File: config.mk
export PLATFORM = sky130hd
export DESIGN_NAME = reset_monitor
export DESIGN_NICKNAME = d
export VERILOG_FILES = /design/src/rtl/reset_monitor_pkg.sv /design/src/rtl/reset_monitor_sync_edge_detect.sv /design/src/rtl/reset_monitor.sv
export SDC_FILE = /design/constraint.sdc
export NUM_CORES = 1
export LEC_CHECK = 0
export CORE_ASPECT_RATIO = 1.75
export CORE_MARGIN = 4
export CORE_UTILIZATION = 40
export DETAILED_ROUTE_END_ITERATION = 6
export GPL_TIMING_DRIVEN = 0
export HOLD_SLACK_MARGIN = 0.05
export PLACE_DENSITY = 0.78
export RECOVER_POWER = 50
export SLEW_MARGIN = 30
export SYNTH_ARGS = -nofsm -noshare
export SYNTH_HDL_FRONTEND = slang
export SYNTH_SLANG_ARGS = --single-unit
File: constraint.sdc
create_clock -name clk -period 1.9 [get_ports clk]
set_clock_uncertainty 0.15 [all_clocks]
set_input_delay 0.475 -clock clk [delete_from_list [all_inputs] [get_ports clk]]
set_output_delay 0.475 -clock clk [all_outputs]
set_load 0.05 [all_outputs]
File: src/rtl/reset_monitor_pkg.sv
// -----------------------------------------------------------------------------
// reset_monitor_pkg
// Definitions shared by the RESET pulse generator and the reset_monitor
// receiver: monitor state encoding, the default counter width, and the
// nominal RESET pulse timing. Both ends take their timing from here.
// -----------------------------------------------------------------------------
package reset_monitor_pkg;

    // Default width of duration counters and measured/expected times.
    localparam int CNT_W_DEFAULT = 16;

    // Nominal RESET pulse timing, in clk cycles, emitted by the generator.
    localparam int RST_HIGH_CYCLES   = 2;
    localparam int RST_LOW_CYCLES    = 98;
    localparam int RST_PERIOD_CYCLES = RST_HIGH_CYCLES + RST_LOW_CYCLES;

    // Monitor state encoding; the unused code 2'd3 is recovered to S_WAIT.
    typedef enum logic [1:0] {
        S_WAIT = 2'd0,
        S_HIGH = 2'd1,
        S_LOW  = 2'd2
    } mon_state_e;

endpackage

File: src/rtl/reset_monitor_sync_edge_detect.sv
// -----------------------------------------------------------------------------
// sync_edge_detect
// Brings an asynchronous level into the clk domain through a SYNC_STAGES-deep
// flop chain and reports its synchronized value plus rise/fall strobes.
// Edges are only reported once both the synchronized value and its delayed
// copy hold samples taken after reset release, so a level already present at
// reset release is never mistaken for an edge.
//
// Ports:
//   clk    in   system clock
//   reset  in   synchronous, active-high reset
//   din    in   asynchronous input level
//   s      out  synchronized level
//   rise   out  one-cycle strobe, s went 0->1
//   fall   out  one-cycle strobe, s went 1->0
// -----------------------------------------------------------------------------
module sync_edge_detect #(
    parameter int SYNC_STAGES = 2
) (
    input  logic clk,
    input  logic reset,
    input  logic din,
    output logic s,
    output logic rise,
    output logic fall
);

    logic [SYNC_STAGES-1:0] sync_r;
    logic                   s_d_r;
    // Tracks how far post-reset samples have travelled down the chain; the
    // top bit means both s and s_d carry real samples.
    logic [SYNC_STAGES:0]   vld_r;
    logic                   edge_ok_s;

    // Synchronizer chain, one-cycle delayed copy, and post-reset fill tracker
    always_ff @(posedge clk) begin
        if (reset) begin
            sync_r <= '0;
            s_d_r  <= 1'b0;
            vld_r  <= '0;
        end else begin
            sync_r <= {sync_r[SYNC_STAGES-2:0], din};
            s_d_r  <= sync_r[SYNC_STAGES-1];
            vld_r  <= {vld_r[SYNC_STAGES-1:0], 1'b1};
        end
    end

    assign s         = sync_r[SYNC_STAGES-1];
    assign edge_ok_s = vld_r[SYNC_STAGES];
    assign rise      = edge_ok_s &  s & ~s_d_r;
    assign fall      = edge_ok_s & ~s &  s_d_r;

endmodule

File: src/rtl/reset_monitor.sv
// -----------------------------------------------------------------------------
// reset_monitor
// Receive-side monitor for the periodic RESET pulse train. Measures every high
// and low phase in clk cycles, reports each completed period with a one-cycle
// meas_valid strobe, compares it with the expected timing, and flags a line
// stuck high or low (phase counter saturated).
//
// Ports:
//   clk           in   system clock
//   reset         in   synchronous, active-high reset
//   pulse_in      in   monitored RESET line, asynchronous to clk
//   exp_high      in   expected high duration (0 disables the check)
//   exp_low       in   expected low duration (0 disables the check)
//   clear_flags   in   one-cycle pulse clearing the sticky flags
//   high_time     out  last measured high duration
//   low_time      out  last measured low duration
//   meas_valid    out  one-cycle strobe, new high_time/low_time pair
//   period_count  out  completed periods, wraps
//   mismatch      out  sticky, a period differed from expected timing
//   stuck_high    out  sticky, a high phase saturated the counter
//   stuck_low     out  sticky, a low phase saturated the counter
// -----------------------------------------------------------------------------
module reset_monitor
    import reset_monitor_pkg::*;
#(
    parameter int CNT_W       = CNT_W_DEFAULT,
    parameter int SYNC_STAGES = 2
) (
    input  logic             clk,
    input  logic             reset,
    input  logic             pulse_in,
    input  logic [CNT_W-1:0] exp_high,
    input  logic [CNT_W-1:0] exp_low,
    input  logic             clear_flags,
    output logic [CNT_W-1:0] high_time,
    output logic [CNT_W-1:0] low_time,
    output logic             meas_valid,
    output logic [CNT_W-1:0] period_count,
    output logic             mismatch,
    output logic             stuck_high,
    output logic             stuck_low
);

    localparam logic [CNT_W-1:0] CNT_MAX = {CNT_W{1'b1}};
    localparam logic [CNT_W-1:0] CNT_ONE = {{(CNT_W-1){1'b0}}, 1'b1};

    // A measured duration is wrong only when an expectation is programmed.
    function automatic logic time_mismatch(
        input logic [CNT_W-1:0] meas,
        input logic [CNT_W-1:0] expv
    );
        return (expv != {CNT_W{1'b0}}) && (meas != expv);
    endfunction

    mon_state_e       state_r;
    logic [CNT_W-1:0] cnt_r;
    logic [CNT_W-1:0] hi_lat_r;
    logic [CNT_W-1:0] cnt_inc_s;
    logic             s_s;
    logic             rise_s;
    logic             fall_s;
    logic             hi_sat_set_s;
    logic             lo_sat_set_s;
    logic             mis_set_s;

    sync_edge_detect #(
        .SYNC_STAGES (SYNC_STAGES)
    ) u_sync (
        .clk   (clk),
        .reset (reset),
        .din   (pulse_in),
        .s     (s_s),
        .rise  (rise_s),
        .fall  (fall_s)
    );

    // Saturating increment: the counter holds at all-ones once reached.
    assign cnt_inc_s = (cnt_r == CNT_MAX) ? CNT_MAX : (cnt_r + CNT_ONE);

    // Judged on the meas_valid cycle against the exp values present then.
    assign mis_set_s = meas_valid &&
                       (time_mismatch(high_time, exp_high) ||
                        time_mismatch(low_time, exp_low));

    // Stuck conditions: the running phase count is (or stays) saturated
    always_comb begin
        hi_sat_set_s = 1'b0;
        lo_sat_set_s = 1'b0;
        case (state_r)
            S_HIGH: begin
                if (s_s && !fall_s) begin
                    hi_sat_set_s = (cnt_inc_s == CNT_MAX);
                end else begin
                    hi_sat_set_s = 1'b0;
                end
            end
            S_LOW: begin
                if (!s_s && !rise_s) begin
                    lo_sat_set_s = (cnt_inc_s == CNT_MAX);
                end else begin
                    lo_sat_set_s = 1'b0;
                end
            end
            default: begin
                hi_sat_set_s = 1'b0;
                lo_sat_set_s = 1'b0;
            end
        endcase
    end

    // Phase-measurement FSM with its counters and report registers
    always_ff @(posedge clk) begin
        if (reset) begin
            state_r      <= S_WAIT;
            cnt_r        <= '0;
            hi_lat_r     <= '0;
            high_time    <= '0;
            low_time     <= '0;
            meas_valid   <= 1'b0;
            period_count <= '0;
        end else begin
            meas_valid <= 1'b0;
            case (state_r)
                S_WAIT: begin
                    // Whatever level was present at reset release is
                    // ignored; measuring starts at the first real rise.
                    if (rise_s) begin
                        cnt_r   <= CNT_ONE;
                        state_r <= S_HIGH;
                    end else begin
                        cnt_r   <= '0;
                    end
                end
                S_HIGH: begin
                    if (fall_s) begin
                        hi_lat_r <= cnt_r;
                        cnt_r    <= CNT_ONE;
                        state_r  <= S_LOW;
                    end else begin
                        cnt_r    <= cnt_inc_s;
                    end
                end
                S_LOW: begin
                    if (rise_s) begin
                        high_time    <= hi_lat_r;
                        low_time     <= cnt_r;
                        meas_valid   <= 1'b1;
                        period_count <= period_count + CNT_ONE;
                        cnt_r        <= CNT_ONE;
                        state_r      <= S_HIGH;
                    end else begin
                        cnt_r        <= cnt_inc_s;
                    end
                end
                default: begin
                    state_r <= S_WAIT;
                    cnt_r   <= '0;
                end
            endcase
        end
    end

    // Sticky flags: a set event in the clear cycle wins
    always_ff @(posedge clk) begin
        if (reset) begin
            mismatch   <= 1'b0;
            stuck_high <= 1'b0;
            stuck_low  <= 1'b0;
        end else begin
            mismatch   <= (mismatch   & ~clear_flags) | mis_set_s;
            stuck_high <= (stuck_high & ~clear_flags) | hi_sat_set_s;
            stuck_low  <= (stuck_low  & ~clear_flags) | lo_sat_set_s;
        end
    end

endmodule

==> run summary, run 1 <==
The flow ran to the end, but the final reports show violations. The checks that failed: setup timing. The start of the worst register-to-register path was cnt_r[7]$_SDFF_PP0_.

The proportion of register bits with asynchronous set or reset after synthesis came out at 0. The tools report the initial standard-cell utilization of the core as 0.409. For this block, the via count after detailed routing is 3923. The standard cell area after detailed placement is 5120 µm², and the maximum fanout count along the critical path is 3. The path class of the tightest hold or removal check is reg -> reg. The number of hold violations in the final report is 0. Clock-pin slew was measured on the worst setup and hold paths at 0.07 ns. The tools report the global-route track usage on met2 as 0.391. The internal portion of the total power is 3.00 mW. Fraction of layout cells with a size suffix above 1: 0.210. In this run the tool buffered the top-level ports with 87 buffer cells. After technology mapping, the gate count stands at 491.

Hold path endpoint: u_sync.sync_r[1]$_SDFF_PP0_. The per-cell via count in the routed design is 5.31, and the post-route non-filler standard cell count is 739. The tools report the count of placed standard cells including taps as 703. End of the worst register-to-register path: stuck_high$_SDFF_PP0_. During synthesis, Yosys emitted a total of 0 warnings. Buffers inserted during clock tree synthesis total 9. The first global-routing pass estimated 18.7 mm of wire. The main flop type after synthesis is dfxtp_1. The logs give 4030 µm² for the post-synth design cell area and 0.808 mW for the power spent charging and discharging nets. In this run the horizontal extent of the chip is 83.8 µm. 88 I/O pins were placed. The run gives 41 as the unique cell type count in the Yosys netlist. For this block, the routed nets add up to 12.0 mm of wire.

For this run, the detailed router's first-pass iteration total came to 5. The run gives 0.504 as the sequential fraction of design power. The total overflow left after global routing is 0. STA classifies the critical path endpoint as a flop.

The final critical-path required period is 2.06 ns. Detailed placement ended at an HPWL of 8.84 mm. The remaining max-slew budget at the tightest pin was 0.655.

Summed over all cells, the static leakage comes to 2.18 nW. The detail-routed net length per standard cell came out at 16.3 µm. For the remaining routing DRC violations, the log shows 0.

In this run the core area contains 48 standard-cell rows. The number of cells on the worst reg-to-reg path is 5, and the number of global-route vias before repair is 3994. The total number of clock tree sinks came out at 92.

TritonCTS built the clock tree. Setup repair after global routing could not meet its margin everywhere. The tools report the power consumption as 3.81 mW. In the final design database the tool counted 647 nets. The clock passes through at most 2 buffers. The run gives 0 as the number of nets with antenna violations after routing. The sort of element at the start of the critical path is a flop. The die outline height was 141 µm.

The synthesis-stage register bit count was 92. The post-route fraction of the period consumed by the critical path is 1.09, and the initial antenna violation count is 0. STA puts the critical path data required time at 2.02 ns.

Timing would allow up to 0.485 GHz. The detailed router finished its first iteration with 225 violations. The final worst-path setup slack is -0.164 ns.

Critical path start-end classification: reg -> reg. Entering global routing, the biggest net connects 16 pins. The congestion estimate from routability-driven global placement came to 0.874. The total negative setup slack was -0.671 ns; the met1 global-route usage was 0.181.

The power per cell area is 665 nW/µm². The number of diodes was 0. STA puts the critical path data arrival time at 2.18 ns. The run gives 529 as the post-synthesis net count. Setup slack on the worst reg-to-reg path comes out at -0.16 ns. The clock tree root buffer cell is clkbuf_16. Combinational share of power: 0.044.

In this run the most used layer during global routing was met2. The average instance in the mapped netlist occupies 8.20 µm². The area of the die is 11800 µm². The tools report the design area as 5720 µm². The global routing met3 resource utilization was 0.0246; the growth of design area from synthesis to finish was 42.0%. The commonest non-fill, non-tap cell in the layout is nand2_1. The start point of the worst min-delay path was u_sync.sync_r[0]$_SDFF_PP0_. The actual slew at the worst max-slew pin came out at 0.520 ns. The aggregate global-route resource usage is 0.198, and the max-capacitance violation count is 0. The core outline area is 9850 µm², and the clock latency on the worst-skew pair is 0.34 ns. The switching power share of the total came out at 0.212. Clock power share: 0.452. The H-tree was split into 3 levels. The tools report the share of synthesized area occupied by flip-flops and latches as 0.457. Yosys mapped a number of flops with a built-in enable equal to 0. The worst hold path cell count came out at 1. The number of pins exceeding their max-slew limit in the final report came out at 0.

The library cells used most frequently in the layout, excluding fill and tap cells, are nand2_1 (111), dfxtp_1 (69), a21oi_1 (67). The maximum vdd ir drop is 0.491 mV, and the setup-violating endpoint count in the final report is 29. The worst setup timing slack at the placement stage is -0.673 ns.
repair_timing:
item | in CTS | in global routing
setup endpoints to repair | 126 | 104
gates resized for setup | 138 | 72
cloned | 0 | 0
buffers inserted | 14 | 9
pin swaps | 18 | 15
hold buffers | 0 | 0
sequential cells by signal (all words and copies together) (netlist names), 2 cells and up:
register / cells
state_r: 2
u_sync.vld_r: 3
low_time: 16
cnt_r: 16
high_time: 16
period_count: 16
hi_lat_r: 16
u_sync.sync_r: 2
worst max-delay path by stage:
stage | endpoint | slack (ns) | startpoint | depth (start not counted)
floorplan | stuck_high$_SDFF_PP0_ | -0.08 | cnt_r[7]$_SDFF_PP0_ | 5
global placement | mismatch$_SDFF_PP0_ | -0.63 | exp_high[14] | 6
detailed placement | mismatch$_SDFF_PP0_ | -0.67 | exp_high[14] | 6
CTS | stuck_high$_SDFF_PP0_ | -0.19 | cnt_r[10]$_SDFF_PP0_ | 5
global route | stuck_high$_SDFF_PP0_ | -0.23 | cnt_r[5]$_SDFF_PP0_ | 6
finish | stuck_high$_SDFF_PP0_ | -0.16 | cnt_r[7]$_SDFF_PP0_ | 5
Yosys cell counts (all sizes together) (2+ instances only):
cell type | count | area, µm²
a21oi | 68 | 340
a22oi | 2 | 15.0
and3 | 5 | 31.3
buf | 3 | 13.8
clkbuf | 22 | 82.6
dfxtp | 92 | 1840
ha | 2 | 25.0
inv | 6 | 22.5
nand2 | 113 | 424
nand2b | 3 | 18.8
nand3 | 11 | 60.1
nand4 | 13 | 81.3
nand4b | 2 | 17.5
nor2 | 24 | 90.1
nor2b | 8 | 50.1
nor3 | 6 | 30.0
nor3b | 2 | 15.0
nor4 | 20 | 125
o21ai | 8 | 43.8
o2bb2a | 2 | 20.0
or3 | 7 | 48.8
or4 | 4 | 33.8
xnor2 | 17 | 149
xor2 | 40 | 350
worst max-delay path, stage by stage (launching register included):
cell and delay [ns]:
dfxtp_4 0.35, and4_4 0.23, or4b_4 0.48, xor2_2 0.18, or4_1 0.48, o21ai_1 0.13
logic make-up (layout without fill, tap and decap cells):
| logic type | Yosys count | in the layout | share of synthesized area |
|---|---|---|---|
| compound gates | 85 | 85 | 0.115 |
| fa+ha+maj | 2 | 2 | 0.00621 |
| xor+xnor | 57 | 57 | 0.124 |
| simple gates | 223 | 223 | 0.266 |
| flops | 92 | 92 | 0.457 |
| buf+inv | 31 | 154 | 0.0295 |
| mux | 1 | 1 | 0.00249 |
power groups by stage:
stage | Clock, mW | Combinational [mW] | Sequential (mW)
2_1_floorplan | 0 | 0.0588 | 1.97
3_3_place_gp | 0 | 0.164 | 1.98
3_5_place_dp | 0 | 0.168 | 1.98
4_1_cts | 1.75 | 0.164 | 1.92
5_1_grt | 1.81 | 0.180 | 1.92
6_report | 1.72 | 0.168 | 1.92
cell type report:
cell class	count	area [µm²]
fill	889	4130
multi-input combinational	368	2220
sequential	92	1910
timing repair buffer	110	976
clock buffer	13	272
tap	125	156
buffer	22	144
inverter	6	22.5
clock inverter	3	20.0
per-layer routing:
metal  vias to the layer above  wire, µm
met5                         -         0
met1                      1855      4240
met2                       112      6720
met4                         0       601
li1                       1916         -
met3                        40       473
metrics by stage:
step | util | hold slack [ns]
2_1_floorplan | - | 0.264
3_3_place_gp | 0.520 | 0.267
3_5_place_dp | 0.520 | 0.277
4_1_cts | 0.568 | 0.289
5_1_grt | 0.581 | 0.308
6_report | 0.581 | 0.284
Note: power is estimated with default switching activity, not from simulation.
==> run 2, diff against run 1 <==
--- a/config.mk
+++ b/config.mk
@@ -9,9 +9,11 @@
 export CORE_MARGIN = 4
 export CORE_UTILIZATION = 40
 export DETAILED_ROUTE_END_ITERATION = 6
+export DONT_BUFFER_PORTS = 1
 export GPL_TIMING_DRIVEN = 0
 export HOLD_SLACK_MARGIN = 0.05
-export PLACE_DENSITY = 0.78
+export MAX_ROUTING_LAYER = met4
+export PLACE_DENSITY = 0.66
 export RECOVER_POWER = 50
 export SLEW_MARGIN = 30
 export SYNTH_ARGS = -nofsm -noshare
==> run 2 against run 1 <==
  * The flow still finishes with violations (setup timing)
  * Highest routed layer unchanged
  * Largest cell class unchanged
  * Register-to-register slack hardly changed
  * Power is 2.0% lower
  * Hold slack worse by 0.23 ns
==> run summary, run 2 (synthesized netlist as in run 1, its figures left out) <==
The run finished, with violations left. The final reports fail on setup timing. The clock power share was 0.462; the worst hold path cell count was 1. The number of nets with antenna violations after routing is 0, and the area of the die is 11800 µm².

For the number of buffers created by CTS, the log shows 9. The H-tree generated during clock tree synthesis spans 3 levels. Start point of the worst min-delay path: reset. For the aggregate global-route resource usage, the log shows 0.197. The design draws 3.73 mW. For the pin with the worst max-slew slack, the measured transition is 0.666 ns.

Detailed placement finished with a half-perimeter wire length of 8.40 mm. The final layout contains 566 nets. Port buffering added 0 buffers. At the worst endpoint, the arrival time is 2.13 ns. In this run the power density over the cells is 736 nW/µm². The number of cells on the worst reg-to-reg path works out to 5. The run gives 0 as the number of hold violations in the final report. STA classifies the critical path endpoint as a flop.

Setup violations remaining at the end of the flow were counted as 15. TritonCTS built the clock tree. Dividing the detail-routed via count by the number of cells gives 5.51. In this run the worst path has a maximum fanout of 3. Vias after detailed routing: 3627. In this run the worst hold path is classified as in -> reg. The tools report the final weighted congestion in routability-driven placement as 0.894.

By startpoint and endpoint, the worst setup path is classified as reg -> reg. The clock latency on the worst-skew pair was 0.34 ns; the global-route congestion overflow total was 0. Summed over all layers, the routed wires come to 11.6 mm. The hold path endpoint was u_sync.s_d_r$_SDFF_PP0_.

Max-cap violations in this run came to 0. The run gives 0.024 as the combinational share of power. Setup repair after global routing could not meet its margin everywhere.

The count of placed standard cells including taps came out at 616. The register cell area after layout was 1940 µm²; the maximum vdd ir drop was 0.536 mV. The initial antenna violation count was 0.

The tools report the first-pass detailed-route iteration total as 4. In this run the static leakage power is 1.75 nW. Summing all multi-input logic gate instances after layout gives 2300 µm².

Counting along the longest clock path gives a buffer depth of 2. For flop-to-flop paths, the worst setup slack is -0.17 ns. The first global-routing pass estimated 18.0 mm of wire. The sequential fraction of design power is 0.514. Data on the critical path is required at its endpoint by 1.96 ns. The pin count of the biggest net entering global routing was 15. Cell internal power was estimated by the tool at 2.94 mW. For the number of global-route vias before repair, the log shows 3644.

The floorplan has 48 rows. For the initial standard-cell utilization of the core, the log shows 0.409. For this run, the top clock speed supported by timing is 0.482 GHz. The tools report the clock tree root buffer cell as clkbuf_16. The area growth from synthesis to layout is 25.9%.

The DRC marker count from the first detailed-route iteration is 159. The library cell used most frequently in the layout, excluding fill and tap cells, is nand2_1. Total negative setup slack: -0.696 ns. The fraction of layout cells with a size suffix above 1 is 0.268, and the total number of clock tree sinks is 92.

Excluding fillers, the count of instances in the completed layout stands at 658. After detailed routing, the average wire length per cell comes to 17.6 µm. The clock-pin slew of the registers on the worst-case setup and hold paths was 0.06 ns; the remaining max-slew budget at the tightest pin was 0.556. The die outline height was 141 µm. The region available for standard cell placement spans 9850 µm². The worst setup timing slack at the placement stage came out at -0.517 ns.

The tools report the final worst-path setup slack as -0.175 ns. The final critical-path required period is 2.07 ns, and the design area is 5070 µm². The start of the worst register-to-register path is high_time[3]$_SDFFE_PP0P_.

For this design the top-level I/O count stands at 88. In this run the critical register-to-register path is captured at mismatch$_SDFF_PP0_. The post-route fraction of the period consumed by the critical path works out to 1.09. The worst setup path is launched from a flop.

The analysis attributes to net switching a power of 0.791 mW. The die outline width is 83.8 µm, and the fill cell total of the finished layout is 913. For this run, design rule violations remaining after detail routing come to 0.

Leaving out fill and tap cells, the most frequent cells in the layout are nand2_1 (110), a21oi_1 (55), dfxtp_1 (48). The number of antenna diodes in the final layout is 0. The number of pins exceeding their max-slew limit in the final report was 0. The switching power share of the total works out to 0.212. In this run the cell area measured after placement is 4250 µm².
## run 2: cell count changes in the layout (fill, tap and decap cells not counted), moves of 9 or more
cell	previous run	this run
dlygate4sd2_1	23	0
clkdlybuf4s15_1	21	0
dfxtp_1	69	48
clkbuf_2	28	8
dfxtp_2	8	28
a21oi_1	67	55
a21oi_2	1	13
clkdlybuf4s50_1	12	0
dlymetal6s2s_1	9	0
## run 2: cell type report
type | instances | share of cell area
multi-input combinational | 368 | 0.454
sequential | 92 | 0.382
clock buffer | 13 | 0.0533
timing repair buffer | 29 | 0.0444
tap | 125 | 0.0308
buffer | 22 | 0.0274
inverter | 6 | 0.00444
clock inverter | 3 | 0.00370
## run 2: what timing repair did
| action | 4_1_cts | 5_1_grt |
|---|---|---|
| setup buffers | 16 | 13 |
| hold buffers | 0 | 0 |
| gates cloned | 0 | 0 |
| pin swaps | 8 | 14 |
| gates resized for setup | 68 | 52 |
| endpoints found under the setup margin | 61 | 61 |
## run 2: worst max path at each step
stage / from / to / depth (start not counted)
final: high_time[3]$_SDFFE_PP0P_ / mismatch$_SDFF_PP0_ / 5
after global routing: cnt_r[6]$_SDFF_PP0_ / stuck_high$_SDFF_PP0_ / 5
after CTS: cnt_r[10]$_SDFF_PP0_ / stuck_high$_SDFF_PP0_ / 5
after detailed placement: high_time[14]$_SDFFE_PP0P_ / mismatch$_SDFF_PP0_ / 5
after global placement: high_time[14]$_SDFFE_PP0P_ / mismatch$_SDFF_PP0_ / 5
after floorplan: cnt_r[7]$_SDFF_PP0_ / stuck_high$_SDFF_PP0_ / 5
## run 2: power by group through the flow
stage	Combinational (mW)	Sequential (mW)	Clock, mW
after global routing	0.0996	1.92	1.82
after CTS	0.0838	1.92	1.75
after detailed placement	0.0790	1.98	0
after global placement	0.0773	1.98	0
after floorplan	0.0588	1.97	0
final	0.0911	1.92	1.72
## run 2: through the flow
| stage | util | hold WS [ns] |
|---|---|---|
| floorplan | - | 0.264 |
| global placement | 0.431 | 0.269 |
| detailed placement | 0.431 | 0.273 |
| CTS | 0.492 | 0.0533 |
| global route | 0.515 | 0.0586 |
| finish | 0.515 | 0.0532 |
## run 2: worst max-delay path, cell delays in order (launching register included)
cell and delay [ns]:
dfxtp_1 0.68, xor2_1 0.15, nor4_1 0.26, nand4_1 0.19
a22oi_2 0.37, o32ai_1 0.14
## run 2: layer usage
layer | vias to the layer above | wire length (µm) | track usage
met5 | - | 0 | -
met4 | 0 | 434 | 0.107
met3 | 29 | 575 | 0.0409
met2 | 100 | 6460 | 0.363
met1 | 1751 | 4130 | 0.188
li1 | 1747 | - | -
